--- src/rtl/event_gate.sv ---
// event_gate: synchronizes and debounces event_in, and gates accepted edges into fixed-length windows.
// Define EVENT_GATE_BOTH_EDGES_EN to also count accepted falling edges.
module event_gate #(
  parameter int unsigned SYNC_STAGES     = 2,
  parameter int unsigned DEBOUNCE_CYCLES = 4,
  parameter int unsigned GATE_CYCLES     = 1000
) (
  input  logic clk,
  input  logic rst_n,
  input  logic enable,
  input  logic event_in,
  output logic increment,
  output logic trigger,
  output logic level
);

  typedef enum logic [1:0] {
    STABLE_LOW  = 2'd0,
    CHECK_HIGH  = 2'd1,
    STABLE_HIGH = 2'd2,
    CHECK_LOW   = 2'd3
  } db_state_t;

  localparam logic [7:0]  DB_LAST   = 8'(DEBOUNCE_CYCLES - 1);
  localparam logic [7:0]  STAB_MAX  = 8'hFF;
  localparam logic [31:0] GATE_LAST = 32'(GATE_CYCLES - 1);

  // Synchronizer chain
  logic [SYNC_STAGES-1:0] sync_reg;
  logic                   sample;

  always_ff @(posedge clk or negedge rst_n) begin
    if (!rst_n) begin
      sync_reg <= '0;
    end else begin
      sync_reg <= {sync_reg[SYNC_STAGES-2:0], event_in};
    end
  end

  assign sample = sync_reg[SYNC_STAGES-1];

  // Debouncer
  db_state_t  state_reg, state_next;
  logic [7:0] stab_reg, stab_next;
  logic       level_reg, level_next;
  logic       rise_cand;
`ifdef EVENT_GATE_BOTH_EDGES_EN
  logic       fall_cand;
`endif
  logic       cand;

  always_ff @(posedge clk or negedge rst_n) begin
    if (!rst_n) begin
      state_reg <= STABLE_LOW;
      stab_reg  <= '0;
      level_reg <= 1'b0;
    end else begin
      state_reg <= state_next;
      stab_reg  <= stab_next;
      level_reg <= level_next;
    end
  end

  always_comb begin
    state_next = state_reg;
    stab_next  = stab_reg;
    rise_cand  = 1'b0;
`ifdef EVENT_GATE_BOTH_EDGES_EN
    fall_cand  = 1'b0;
`endif
    case (state_reg)
      STABLE_LOW: begin
        if (sample) begin
          state_next = CHECK_HIGH;
          stab_next  = '0;
        end
      end
      CHECK_HIGH: begin
        if (!sample) begin
          state_next = STABLE_LOW;
          stab_next  = '0;
        end else if (stab_reg == DB_LAST) begin
          state_next = STABLE_HIGH;
          stab_next  = '0;
          rise_cand  = 1'b1;
        end else if (stab_reg != STAB_MAX) begin
          stab_next = stab_reg + 8'd1;
        end
      end
      STABLE_HIGH: begin
        if (!sample) begin
          state_next = CHECK_LOW;
          stab_next  = '0;
        end
      end
      CHECK_LOW: begin
        if (sample) begin
          state_next = STABLE_HIGH;
          stab_next  = '0;
        end else if (stab_reg == DB_LAST) begin
          state_next = STABLE_LOW;
          stab_next  = '0;
`ifdef EVENT_GATE_BOTH_EDGES_EN
          fall_cand  = 1'b1;
`endif
        end else if (stab_reg != STAB_MAX) begin
          stab_next = stab_reg + 8'd1;
        end
      end
      default: begin
        state_next = STABLE_LOW;
        stab_next  = '0;
      end
    endcase
    level_next = (state_next == STABLE_HIGH) || (state_next == CHECK_LOW);
  end

`ifdef EVENT_GATE_BOTH_EDGES_EN
  assign cand = rise_cand | fall_cand;
`else
  assign cand = rise_cand;
`endif

  // Gate timer: run_reg delays counting by one cycle so value GATE_CYCLES-1 lands on the
  // GATE_CYCLES-1'th edge after enable is first seen, putting trigger on the GATE_CYCLES'th.
  logic [31:0] gate_reg, gate_next;
  logic        run_reg;
  logic        trigger_reg, trigger_next;
  logic        increment_reg, increment_next;
  logic        pending_reg, pending_next;

  always_comb begin
    gate_next      = '0;
    trigger_next   = 1'b0;
    increment_next = 1'b0;
    pending_next   = 1'b0;
    if (enable) begin
      if (run_reg && (gate_reg != GATE_LAST)) begin
        gate_next = gate_reg + 32'd1;
      end
      trigger_next = run_reg && (gate_reg == GATE_LAST);
      // The downstream counter favours increment, so a candidate on a trigger cycle waits one cycle.
      if (trigger_next) begin
        pending_next = pending_reg | cand;
      end else begin
        increment_next = pending_reg | cand;
        pending_next   = pending_reg & cand;
      end
    end
  end

  always_ff @(posedge clk or negedge rst_n) begin
    if (!rst_n) begin
      gate_reg      <= '0;
      run_reg       <= 1'b0;
      trigger_reg   <= 1'b0;
      increment_reg <= 1'b0;
      pending_reg   <= 1'b0;
    end else begin
      gate_reg      <= gate_next;
      run_reg       <= enable;
      trigger_reg   <= trigger_next;
      increment_reg <= increment_next;
      pending_reg   <= pending_next;
    end
  end

  assign increment = increment_reg;
  assign trigger   = trigger_reg;
  assign level     = level_reg;

endmodule
--- config.mk ---
export PLATFORM = sky130hd
export DESIGN_NAME = event_gate
export DESIGN_NICKNAME = d
export VERILOG_FILES = /design/src/rtl/event_gate.sv
export SDC_FILE = /design/constraint.sdc
export NUM_CORES = 1
export LEC_CHECK = 0
export ABC_AREA = 1
export BUFFER_PORTS_ARGS = -buffer_cell sky130_fd_sc_hd__buf_2
export CAP_MARGIN = 10
export CELL_PAD_IN_SITES_DETAIL_PLACEMENT = 1
export CELL_PAD_IN_SITES_GLOBAL_PLACEMENT = 2
export CORE_MARGIN = 1
export CORE_UTILIZATION = 35
export CTS_BUF_LIST = sky130_fd_sc_hd__clkbuf_8
export CTS_CLUSTER_DIAMETER = 100
export DETAILED_ROUTE_END_ITERATION = 7
export GPL_TIMING_DRIVEN = 0
export PLACE_DENSITY_LB_ADDON = 0.1
export REMOVE_ABC_BUFFERS = 1
export SLEW_MARGIN = 0
export SYNTH_ARGS = -nofsm -noshare
export SYNTH_HDL_FRONTEND = slang
export SYNTH_SLANG_ARGS = --single-unit
--- constraint.sdc ---
create_clock -name clk -period 3.2 [get_ports clk]
set_input_delay 0.8 -clock clk [delete_from_list [all_inputs] [get_ports clk]]
set_output_delay 0.8 -clock clk [all_outputs]
set_load 0.02 [all_outputs]
* Yosys cells after proc, flatten, opt, wreduce, memory -nomap -nowiden
Index checks and enable logic that the tools add are counted.
** Storage, ports and cells
- Register bits after elaboration :: 49
- Latch bits :: 0
- Memory bits (writable) :: 0
- ROM bits :: 0
- Output and inout bits :: 3
- Logic and storage cells :: 53
- Memories :: 0
** Operators by class
- Add/subtract/negate cells :: 2
- Multiply operators :: 0
- Div/mod/pow operators :: 0
- Order comparisons :: 0
- Equality and inequality tests :: 11
- Shifts and indexed selects :: 0
- Muxes and demuxes :: 24
- Bitwise gates (word level) :: 2
- Reductions and logical operators :: 5
** Operator list (number)
- two-way mux 32 bit :: 2
- two-way mux 8 bit :: 6
- adder 32 x 1 -> 32 bit (second input constant) :: 1
- == test 32 x 10 -> 1 bit (second input constant) :: 1
- != test 32 x 10 -> 1 bit (second input constant) :: 1
- case mux 8 bit (4 select lines) :: 1
- two-way mux 2 bit :: 6
- adder 8 x 1 -> 8 bit (second input constant) :: 1
- == test 2 bit (second input constant) :: 4
- == test 8 x 2 -> 1 bit (second input constant) :: 1
- two-way mux 1 bit :: 8
- != test 8 bit (second input constant) :: 1
- case mux 2 bit (4 select lines) :: 1
- != test 2 bit (second input constant) :: 2
- == test 2 x 1 -> 1 bit (second input constant) :: 1
- logical AND 1 bit :: 2
- zero test 2 bit :: 1
- AND reduction 2 bit :: 1
- AND 1 bit :: 1
- logical OR 1 bit :: 1
- OR 1 bit :: 1

* Longest topological paths before layout
Gate-level depths: netlist (run 1).
- Depth after elaboration :: 7
- Mapped depth :: 11

* Worst setup path before layout (run 1)
OpenSTA, ideal clock, no wires.
- Path kind :: register -> register
- Start :: register gate_reg[0]
- End :: register gate_reg[21]
- Setup time :: 0.120 ns
- Arrival :: 1.390 ns
- Data required time :: 3.080 ns
- Slack :: 1.690 ns
- Stages on the path, launching flop included :: 12
- Period minus slack after synthesis :: 1.510 ns
- Cells stage by stage :: dfrtp_1 > ha_1 > nand2_2 > inv_1 > nand2_1 > nor2_1 > nand2_1 > nor2_2 > nor2_2 > inv_2 > buf_6 > nor2_1
** On the way
- Word-level cells in the longest chain between the ends :: 4
** RTL lines
- start: declaration :: RTL line 126 : logic [31:0] gate_reg, gate_next;
- start signal: assignment :: RTL line 160 : gate_reg <= gate_next;
- branches (longest 2 deep; another with adder 32 x 1 -> 32 bit)
- two-way mux 32 bit * :: RTL line 138 : if (run_reg && (gate_reg != GATE_LAST)) begin
- two-way mux 32 bit * :: RTL line 137 : if (enable) begin
- named net gate_next[21] :: RTL line 126
Mark *: on every way through the listed nets, which the timed path passes.
A chain may end at the register's enable or synchronous reset.

* Worst setup path after layout (run 1)
- Start :: register gate_reg[0]
- End :: register gate_reg[22]
The elaborated chain is that of the path after synthesis.

==> metrics.yaml, run 1 <==
maxSlewViolCount: 0
period_needed_ns: 2.399
io_buffers: 6
hold_viol: 0
clockBufferDepth: 2
ys.flop_type: "dfrtp_1"
cts_resized: 0
postCtsSetupBuffers: 0
cp_max_fo: 20
syn_to_final_growth_pct: 9.130
grt_antenna_before_repair: 0
num_rows: 32
ios: 7
yosysSeqAreaShare: 0.4261
p_per_area_nw_per_um2: 422.3
worst-setup-path-type: "flop to flop"
largest_register_ffs: 32
die_x_um: 92.68
cap_violations: 0
synth_edf_count: 0
clkSinkCount: 49
synth_top_cells_by_count: "116 x nand2_1, 100 x nor2_1, 49 x dfrtp_1, 47 x inv_1, 27 x nand3_1"
dieArea_um2: 8589
synth_async_sr_flop_share: 1.000
nets: 429
worst_pin_slew_ns: 0.6896
min_path_type: "flop to flop"
hold_path_end: "sync_reg[1]$_DFF_PN0_"
drive_gt1_frac: 0.07547
p_int_w: 0.0009392
yosys_warnings: 0
clk_latency_ns: 0.31
pwr-share-clk: 0.362
die_h_um: 92.68
routed_wl_mm: 7.684
post-route-period-util: 0.7497
drt_drc_violations_left: 0
reg2reg_depth: 10
grt_first_pass_wirelength_mm: 13.41
rrSetupSlack_ns: 0.80
status: "completed"
ir_drop_uv: 174.0
cp-end-kind: "flop"
synth_top_area_frac: 0.4261
vias: 2532
p_sw_frac: 0.2919
wl_per_cell_um: 14.61
netlist-cell-type-count: 23
seqPwrFrac: 0.512
drt_iter0_drc: 62
cts-htree-levels: 2
grt_pass1_vias: 2717
synth_area_leaders: "dfrtp_1 43%, nand2_1 15%, nor2_1 13%"
path_clk_slew_ns: 0.11
routabilityCongestion: 0.8091
rr_endpoint: "gate_reg[22]$_DFF_PN0_"
ctsHoldBuffers: 0
rsz0062_at_grt: "no"
finalPower_w: 0.001326
final-setup-viol-count: 0
antenna_cells: 0
cts_made_buffers: 5
ant_nets: 0
worst_ep_required_time_ns: 3.43
p_leak_nw: 1.358
grt_max_degree: 50
syn_area_um2: 2878
worstPathArrival_ns: 2.63
worstHoldStart: "sync_reg[0]$_DFF_PN0_"
synth.largest_area_cell: "dfrtp_1"
whs_path_depth: 0
start_util: 0.3667
start_kind: "flop"
vias_per_cell: 4.814
drtPass1Iterations: 4
grt.total_usage: 0.2023
yosysMostFrequentCell: "nand2_1"
synth_seq_cells: 49
finalSetupTns_ns: 0
slew_headroom: 0.5397
hpwl_mm: 5.867
netlist_instances: 412
core_um2: 7848
comb_power_share: 0.127
fmax_mhz: 416.9
r2r_start: "gate_reg[0]$_DFF_PN0_"
fin_skew_ns: 0.008626
root_buffer: "clkbuf_8"
syn-mean-instance-area_um2: 6.985
netSwitchingPower_w: 0.0003872
cts_tree: "yes"
overflow: 0
## through the flow
step                      instance area, um^2  std cells  hold WS [ns]  utilization  setup WS (ns)
after CTS                                3120        525        0.3849       0.3976         0.7370
after global routing                     3141        526        0.3919       0.4002         0.5645
after global placement                   3002        517        0.3343       0.3825         0.8270
final                                    3141        526        0.3742       0.4002         0.8011
after floorplan                          2844        409        0.3312            -          1.520
after detailed placement                 3002        517        0.3587       0.3825         0.7561
## critical path, cell delays in order (launching register included)
cell and delay [ns]:
dfrtp_1 0.44, ha_1 0.31, nand2_2 0.10, inv_1 0.07
nand2_1 0.06, nor2_1 0.04, nand2_1 0.12, nor2_2 0.07
nor2_2 0.53, inv_2 0.37, nor2_1 0.22
## cell usage in the layout (no fill, tap or decap)
| master | n |
|---|---|
| inv_8 | 1 |
| nand3_2 | 2 |
| ha_1 | 2 |
| nor3_2 | 1 |
| nor3_1 | 5 |
| nor2_1 | 100 |
| clkinv_4 | 1 |
| o21ai_0 | 10 |
| buf_12 | 1 |
| or2_2 | 1 |
| and2_1 | 1 |
| nand4_1 | 11 |
| inv_1 | 47 |
| xor2_1 | 5 |
| nor2_4 | 4 |
| nor4_1 | 1 |
| a21oi_1 | 4 |
| clkbuf_8 | 5 |
| nand3_1 | 27 |
| nand2_2 | 3 |
| a31oi_1 | 3 |
| xnor2_1 | 11 |
| nor2_2 | 5 |
| nand2_1 | 116 |
| inv_2 | 1 |
| bufinv_16 | 1 |
| buf_2 | 6 |
| dfrtp_1 | 49 |
## layer usage
metal | track usage | vias up | wire length (um) | share of wire
met5 | 0 | - | 0 | 0
met4 | 0.03846 | 0 | 51 | 0.0066
met3 | 0.02956 | 4 | 90 | 0.012
met2 | 0.3691 | 10 | 3883 | 0.51
met1 | 0.2537 | 1217 | 3658 | 0.48
li1 | - | 1301 | - | -
## cell families after synthesis
| group | count (synthesis) | synth area share |
|---|---|---|
| AOI/OAI and AO/OA | 17 | 0.03087 |
| xor gates and xnor gates | 16 | 0.04869 |
| adders and majority gates | 2 | 0.008694 |
| buffers and inverters | 51 | 0.07435 |
| DFF | 49 | 0.4261 |
| and+or+nand+nor | 277 | 0.4113 |
## worst max-delay path by stage
stage	from	end	slack, ns	cells past startpoint
finish	gate_reg[0]$_DFF_PN0_	gate_reg[22]$_DFF_PN0_	0.80	10
global route	gate_reg[0]$_DFF_PN0_	gate_reg[22]$_DFF_PN0_	0.56	10
CTS	gate_reg[0]$_DFF_PN0_	gate_reg[22]$_DFF_PN0_	0.74	10
detailed placement	gate_reg[0]$_DFF_PN0_	gate_reg[2]$_DFF_PN0_	0.76	10
global placement	gate_reg[0]$_DFF_PN0_	gate_reg[21]$_DFF_PN0_	0.83	10
floorplan	gate_reg[0]$_DFF_PN0_	gate_reg[21]$_DFF_PN0_	1.52	10
## power groups by stage
stage | Clock, W | Sequential, W | Combinational (W)
CTS | 0.000501 | 0.000679 | 0.000171
floorplan | 0 | 0.000693 | 0.000102
global route | 0.000523 | 0.000685 | 0.000199
detailed placement | 0 | 0.000692 | 0.000170
finish | 0.000480 | 0.000679 | 0.000168
global placement | 0 | 0.000690 | 0.000165
## final cells by class
type / instances / area (um^2)
clock buffers: 5 / 68.82
clock inverters: 3 / 50.05
fillers: 1040 / 4707
inverters: 48 / 180.2
multi-input cells: 312 / 1438
flip-flops and latches: 49 / 1226
well taps: 102 / 127.6
repair buffers: 7 / 50.05
Power figures use the tool's default switching activity.
==> inputs of run 2 (changes only) <==
--- a/config.mk
+++ b/config.mk
@@ -11,7 +11,7 @@
 export CELL_PAD_IN_SITES_DETAIL_PLACEMENT = 1
 export CELL_PAD_IN_SITES_GLOBAL_PLACEMENT = 2
 export CORE_MARGIN = 1
-export CORE_UTILIZATION = 35
+export CORE_UTILIZATION = 34
 export CTS_BUF_LIST = sky130_fd_sc_hd__clkbuf_8
 export CTS_CLUSTER_DIAMETER = 100
 export DETAILED_ROUTE_END_ITERATION = 7
==> constraint.sdc (replaced) <==
create_clock -name clk -period 2 [get_ports clk]
set_input_delay 0.5 -clock clk [delete_from_list [all_inputs] [get_ports clk]]
set_output_delay 0.5 -clock clk [all_outputs]
set_load 0.02 [all_outputs]
==> run 2 against run 1 <==
Compared with the run above:
- combinational power rose by 61%
- clock power rose by 29%
- maximum frequency rose by 35%
- via count rose by 1.1%
- register-to-register slack got worse by 0.58 ns
- clock skew fell by 0.0015 ns
- routed wire length barely moved
- die area rose by 2.9%
- critical endpoint is now stab_reg[1]$_DFFE_PN0P_
==> metrics.yaml, run 2 (synthesized netlist as in run 1, its figures left out) <==
clk_latency_ns: 0.31  # about the same
cp-end-kind: "flop"
ios: 7  # unchanged
hold_viol: 0  # unchanged
grt_antenna_before_repair: 0  # unchanged
fmax_mhz: 561.5  # +35%
postLayoutCoreUtil: 0.3842  # -0.01600
worst-setup-path-type: "flop to flop"
routabilityCongestion: 0.8807  # +8.8%
cts_tree: "yes"
seqPwrFrac: 0.549  # +0.037
drt_drc_violations_left: 0  # unchanged
reg2reg_depth: 7  # -3
p_int_w: 0.001372  # +46%
cts-htree-levels: 2  # unchanged
hold_slack_ns: 0.1858  # -0.1883 ns
grt_pass1_vias: 2661  # -2.1%
wl_per_cell_um: 14.46  # -0.99%
comb_power_share: 0.137  # +0.010
drtPass1Iterations: 4  # unchanged
dieArea_um2: 8836  # +2.9%
grt.total_usage: 0.1956  # -0.006694
setup_ws_ns: 0.2190  # -0.5821 ns
p_leak_nw: 1.357  # about the same
io_buffers: 6  # unchanged
finalSetupTns_ns: 0  # unchanged
clockBufferDepth: 2  # unchanged
netSwitchingPower_w: 0.0006034  # +56%
ant_nets: 0  # unchanged
pre_cts_ws_ns: -0.4935  # -1.250 ns
ctsHoldBuffers: 0  # unchanged
vias_per_cell: 4.823  # +0.19%
min_path_type: "input pin to async pin"
antenna_cells: 0  # unchanged
drive_gt1_frac: 0.08216  # +0.006688
post-route-period-util: 0.8905  # +0.1408
pwr-share-clk: 0.314  # -0.048
grt_first_pass_wirelength_mm: 13.21  # -1.5%
worstPathArrival_ns: 2.01  # -0.62 ns
clkSinkCount: 49  # unchanged
core_um2: 8217  # +4.7%
final-setup-viol-count: 0  # unchanged
num_rows: 33  # +3.1%
die_h_um: 94  # +1.4%
grt_max_degree: 50  # unchanged
final_cell_mix: "116 x nand2_1, 100 x nor2_1, 49 x dfrtp_1, 47 x inv_1, 27 x nand3_1"
vias: 2561  # +1.1%
rrSetupSlack_ns: 0.22  # -0.58 ns
p_sw_frac: 0.3055  # +0.01361
drt_iter0_drc: 73  # +18%
hpwl_mm: 5.909  # +0.71%
layout_commonest_cell: "nand2_1"
cts_made_buffers: 5  # unchanged
rsz0062_at_grt: "no"
finalPower_w: 0.001975  # +49%
ir_drop_uv: 276.7  # +59%
slew_headroom: 0.6065  # +0.06678
start_kind: "flop"
die_x_um: 94  # +1.4%
routed_wl_mm: 7.680  # about the same
maxSlewViolCount: 0  # unchanged
overflow: 0  # unchanged
cp_max_fo: 7  # -65%
period_needed_ns: 1.781  # -0.6179 ns
syn_to_final_growth_pct: 9.696
worst_pin_slew_ns: 0.5902  # -0.09944 ns
worst_ep_required_time_ns: 2.23  # -1.20 ns
path_clk_slew_ns: 0.10  # about the same
largest_register_ffs: 32  # unchanged
root_buffer: "clkbuf_8"
status: "completed"
p_per_area_nw_per_um2: 625.6  # +48%
start_util: 0.3502  # -0.01647
fin_skew_ns: 0.007131  # -0.001495 ns
cap_violations: 0  # unchanged
r2r_start: "stab_reg[0]$_DFFE_PN0P_"
nets: 431  # +0.47%
rr_endpoint: "stab_reg[1]$_DFFE_PN0P_"
run 2: cell types whose count changed in the layout (fill, tap and decap cells not counted), sizes merged:
cell / before / now
buf: 7 / 9
clkinv: 1 / 3
bufinv: 1 / 0
inv: 49 / 48
run 2: critical path, cell delays in order (launching register included):
cell and delay, ns:
dfrtp_1 0.42, ha_1 0.24, nand3_1 0.17, nor2_1 0.30, nand2_1 0.26, nand2_1 0.11, nand3_1 0.08, o21ai_0 0.11
run 2: worst max path at each step:
stage | endpoint | cells past startpoint | slack (ns) | start
2_1_floorplan | gate_reg[21]$_DFF_PN0_ | 10 | 0.32 | gate_reg[0]$_DFF_PN0_
3_3_place_gp | gate_reg[21]$_DFF_PN0_ | 10 | -0.43 | gate_reg[0]$_DFF_PN0_
3_5_place_dp | gate_reg[0]$_DFF_PN0_ | 10 | -0.49 | gate_reg[0]$_DFF_PN0_
4_1_cts | gate_reg[26]$_DFF_PN0_ | 11 | 0.04 | gate_reg[0]$_DFF_PN0_
5_1_grt | stab_reg[5]$_DFFE_PN0P_ | 7 | 0.007 | stab_reg[0]$_DFFE_PN0P_
6_report | stab_reg[1]$_DFFE_PN0P_ | 7 | 0.22 | stab_reg[0]$_DFFE_PN0P_
run 2: cell type report:
cell class / count / area [um^2]
inverters: 48 / 182.7
multi-input cells: 312 / 1460
flip-flops and latches: 49 / 1226
fillers: 1075 / 5060
clock buffers: 5 / 68.82
clock inverters: 3 / 22.52
repair buffers: 9 / 65.06
well taps: 105 / 131.4
run 2: per-stage QoR:
| stage | instances | area, um^2 |
|---|---|---|
| global placement | 520 | 3005 |
| detailed placement | 520 | 3005 |
| finish | 531 | 3157 |
| CTS | 529 | 3112 |
| global route | 531 | 3157 |
| floorplan | 409 | 2844 |
run 2: layer usage:
| metal | track usage | wire length, um | vias up |
|---|---|---|---|
| li1 | - | - | 1305 |
| met1 | 0.2544 | 3769 | 1232 |
| met2 | 0.3418 | 3713 | 18 |
| met3 | 0.02670 | 121 | 6 |
| met4 | 0.04487 | 76 | 0 |
| met5 | 0 | 0 | - |
run 2: repair_timing:
item	CTS	global route
pin swaps	1	0
resized for setup	2	3
setup buffers	1	1
setup endpoints to repair	32	32
run 2: power by group through the flow:
stage	logic, W	registers, W	clock network, W
floorplan	0.000164	0.00111	0
global placement	0.000266	0.00110	0
detailed placement	0.000269	0.00111	0
CTS	0.000273	0.00109	0.000651
global route	0.000311	0.00109	0.000688
finish	0.000270	0.00108	0.000620
==> inputs of run 3 (changes only) <==
--- a/config.mk
+++ b/config.mk
@@ -15,7 +15,6 @@
 export CTS_BUF_LIST = sky130_fd_sc_hd__clkbuf_8
 export CTS_CLUSTER_DIAMETER = 100
 export DETAILED_ROUTE_END_ITERATION = 7
-export GPL_TIMING_DRIVEN = 0
 export PLACE_DENSITY_LB_ADDON = 0.1
 export REMOVE_ABC_BUFFERS = 1
 export SLEW_MARGIN = 0
==> run 3 against run 2 <==
Compared with the run above:
- sequential power about the same
- global-route usage grew 0.54 points
- non-clock buffer count rose by 2
- power rose by 3.1%
- hold slack got worse by 0.056 ns
- clock skew about the same
- first-iteration DRC count rose by 55%
- register-to-register slack is essentially flat
- critical endpoint is now stab_reg[4]$_DFFE_PN0P_
- highest routed layer unchanged
==> metrics.yaml, run 3 (synthesized netlist as in run 1, its figures left out) <==
cts_tree: "yes"
ir_drop_uv: 248.7  # -10%
grt_first_pass_wirelength_mm: 13.51  # +2.3%
period_needed_ns: 1.771  # -0.009535 ns
ant_nets: 0  # unchanged
dieArea_um2: 8836  # unchanged
die_x_um: 94  # unchanged
min_path_type: "input pin to async pin"
reg2reg_depth: 8  # +1
final-setup-viol-count: 0  # unchanged
place_area_um2: 3043  # +1.2%
path_clk_slew_ns: 0.11  # about the same
largest_register_ffs: 32  # unchanged
ios: 7  # unchanged
hpwl_mm: 6.214  # +5.2%
critPathLaunch: "stab_reg[0]$_DFFE_PN0P_"
cap_violations: 0  # unchanged
worst_pin_slew_ns: 0.4919  # -0.09834 ns
routed_wl_mm: 7.811  # +1.7%
status: "completed"
worst-setup-path-type: "flop to flop"
core_um2: 8217  # unchanged
maxSlewViolCount: 0  # unchanged
post-route-period-util: 0.8857  # -0.004768
pwr-share-clk: 0.327  # +0.013
p_sw_frac: 0.3149  # +0.009312
grt_antenna_before_repair: 0  # unchanged
wl_met3_um: 170  # +40%
slew_headroom: 0.6721  # +0.06556
nets: 433  # +0.46%
rrSetupSlack_ns: 0.23  # about the same
clkSinkCount: 49  # unchanged
postLayoutCoreUtil: 0.3825  # -0.001675
num_rows: 33  # unchanged
p_leak_nw: 1.365  # +0.60%
die_h_um: 94  # unchanged
drt_drc_violations_left: 0  # unchanged
antenna_cells: 0  # unchanged
rsz0062_at_grt: "no"
pre_cts_ws_ns: 0.1411  # +0.6346 ns
postLayoutCellArea_um2: 3143  # -0.44%
syn_to_final_growth_pct: 9.217
seqPwrFrac: 0.535  # -0.014
vias: 2545  # -0.62%
drive_gt1_frac: 0.08411  # +0.001953
wirelength_met1_mm: 3.750  # -0.50%
root_buffer: "clkbuf_8"
finalSetupTns_ns: 0  # unchanged
grt.total_usage: 0.2010  # +0.005418
drt_iter0_drc: 113  # +55%
layout_commonest_cell: "nand2_1"
fmax_mhz: 564.5  # +0.54%
wl_per_cell_um: 14.65  # +1.3%
hold_viol: 0  # unchanged
fillers: 1080  # +0.47%
final_cell_mix: "116 x nand2_1, 100 x nor2_1, 49 x dfrtp_1, 47 x inv_1, 27 x nand3_1"
p_per_area_nw_per_um2: 647.8  # +3.5%
hold_slack_ns: 0.1299  # -0.05588 ns
overflow: 0  # unchanged
routabilityCongestion: 0.8288  # -5.9%
setup_ws_ns: 0.2286  # +0.009535 ns
cp_max_fo: 7  # unchanged
start_util: 0.3502  # unchanged
comb_power_share: 0.138  # about the same
p_int_w: 0.001395  # +1.7%
worst_ep_required_time_ns: 2.22  # about the same
io_buffers: 6  # unchanged
top_layer: "met4"
grt_pass1_vias: 2743  # +3.1%
grt_max_degree: 22  # -56%
cts_made_buffers: 5  # unchanged
ctsHoldBuffers: 0  # unchanged
start_kind: "flop"
rr_endpoint: "stab_reg[4]$_DFFE_PN0P_"
clockBufferDepth: 2  # unchanged
netSwitchingPower_w: 0.0006410  # +6.2%
drtPass1Iterations: 5  # +1
fin_skew_ns: 0.006899  # -0.0002322 ns
wl_met2_mm: 3.757  # +1.2%
r2r_start: "stab_reg[0]$_DFFE_PN0P_"
cp-end-kind: "flop"
cts-htree-levels: 2  # unchanged
worstPathArrival_ns: 1.99  # -0.02 ns
clk_latency_ns: 0.31  # about the same
vias_per_cell: 4.775  # -1.0%
## run 3: cell types whose count changed in the layout (fill, tap and decap cells not counted)
cell	before	now
clkinv_4	2	1
ha_1	1	2
nor2_2	3	5
inv_6	0	1
buf_4	2	5
inv_8	0	1
buf_12	1	0
nor2_4	6	4
clkinv_2	1	0
ha_4	1	0
## run 3: power by group through the flow
stage / Sequential [W] / Clock [W] / Combinational (W)
after floorplan: 0.00111 / 0 / 0.000164
after global placement: 0.00110 / 0 / 0.000284
after detailed placement: 0.00111 / 0 / 0.000290
after CTS: 0.00109 / 0.000696 / 0.000291
after global routing: 0.00110 / 0.000727 / 0.000330
final: 0.00109 / 0.000666 / 0.000281
## run 3: timing repair
action | CTS | global route
setup buffers | 0 | 0
gates resized for setup | 0 | 2
endpoints found under the setup margin | 0 | 20
## run 3: critical path, stage by stage, from the launching register on
cell and delay [ns]:
dfrtp_1 0.45, ha_1 0.24, nand3_1 0.16, nor2_1 0.28, nand2_1 0.25, nand2_1 0.12, nand2_1 0.05, nand3_1 0.06
nand2_1 0.05
## run 3: how the worst max path moves through the flow
stage                               to  cells past startpoint  slack (ns)
6_report       stab_reg[4]$_DFFE_PN0P_                      8        0.23
5_1_grt         gate_reg[20]$_DFF_PN0_                      9        0.02
4_1_cts          gate_reg[9]$_DFF_PN0_                     10        0.12
3_5_place_dp    gate_reg[21]$_DFF_PN0_                     10        0.14
3_3_place_gp    gate_reg[21]$_DFF_PN0_                     10        0.24
2_1_floorplan   gate_reg[21]$_DFF_PN0_                     10        0.32
## run 3: layout make-up
class | instances | area (um^2) | area share
Clock buffer | 5 | 68.82 | 0.02189
Clock inverter | 3 | 28.78 | 0.009156
Inverter | 48 | 182.7 | 0.05812
Multi-Input combinational cell | 312 | 1438 | 0.4574
Sequential cell | 49 | 1226 | 0.3901
Tap cell | 105 | 131.4 | 0.04180
Timing Repair Buffer | 11 | 67.56 | 0.02150
## run 3: layer usage
metal / up-vias / GRT usage
met5: - / 0
met4: 0 / 0.06154
met3: 7 / 0.02670
met2: 27 / 0.3491
met1: 1201 / 0.2579
li1: 1310 / -
## run 3: stage by stage
stage	power [W]	std cells
3_5_place_dp	0.001399	525
5_1_grt	0.002155	533
2_1_floorplan	0.001273	409
3_3_place_gp	0.001389	525
6_report	0.002036	533
4_1_cts	0.002076	533
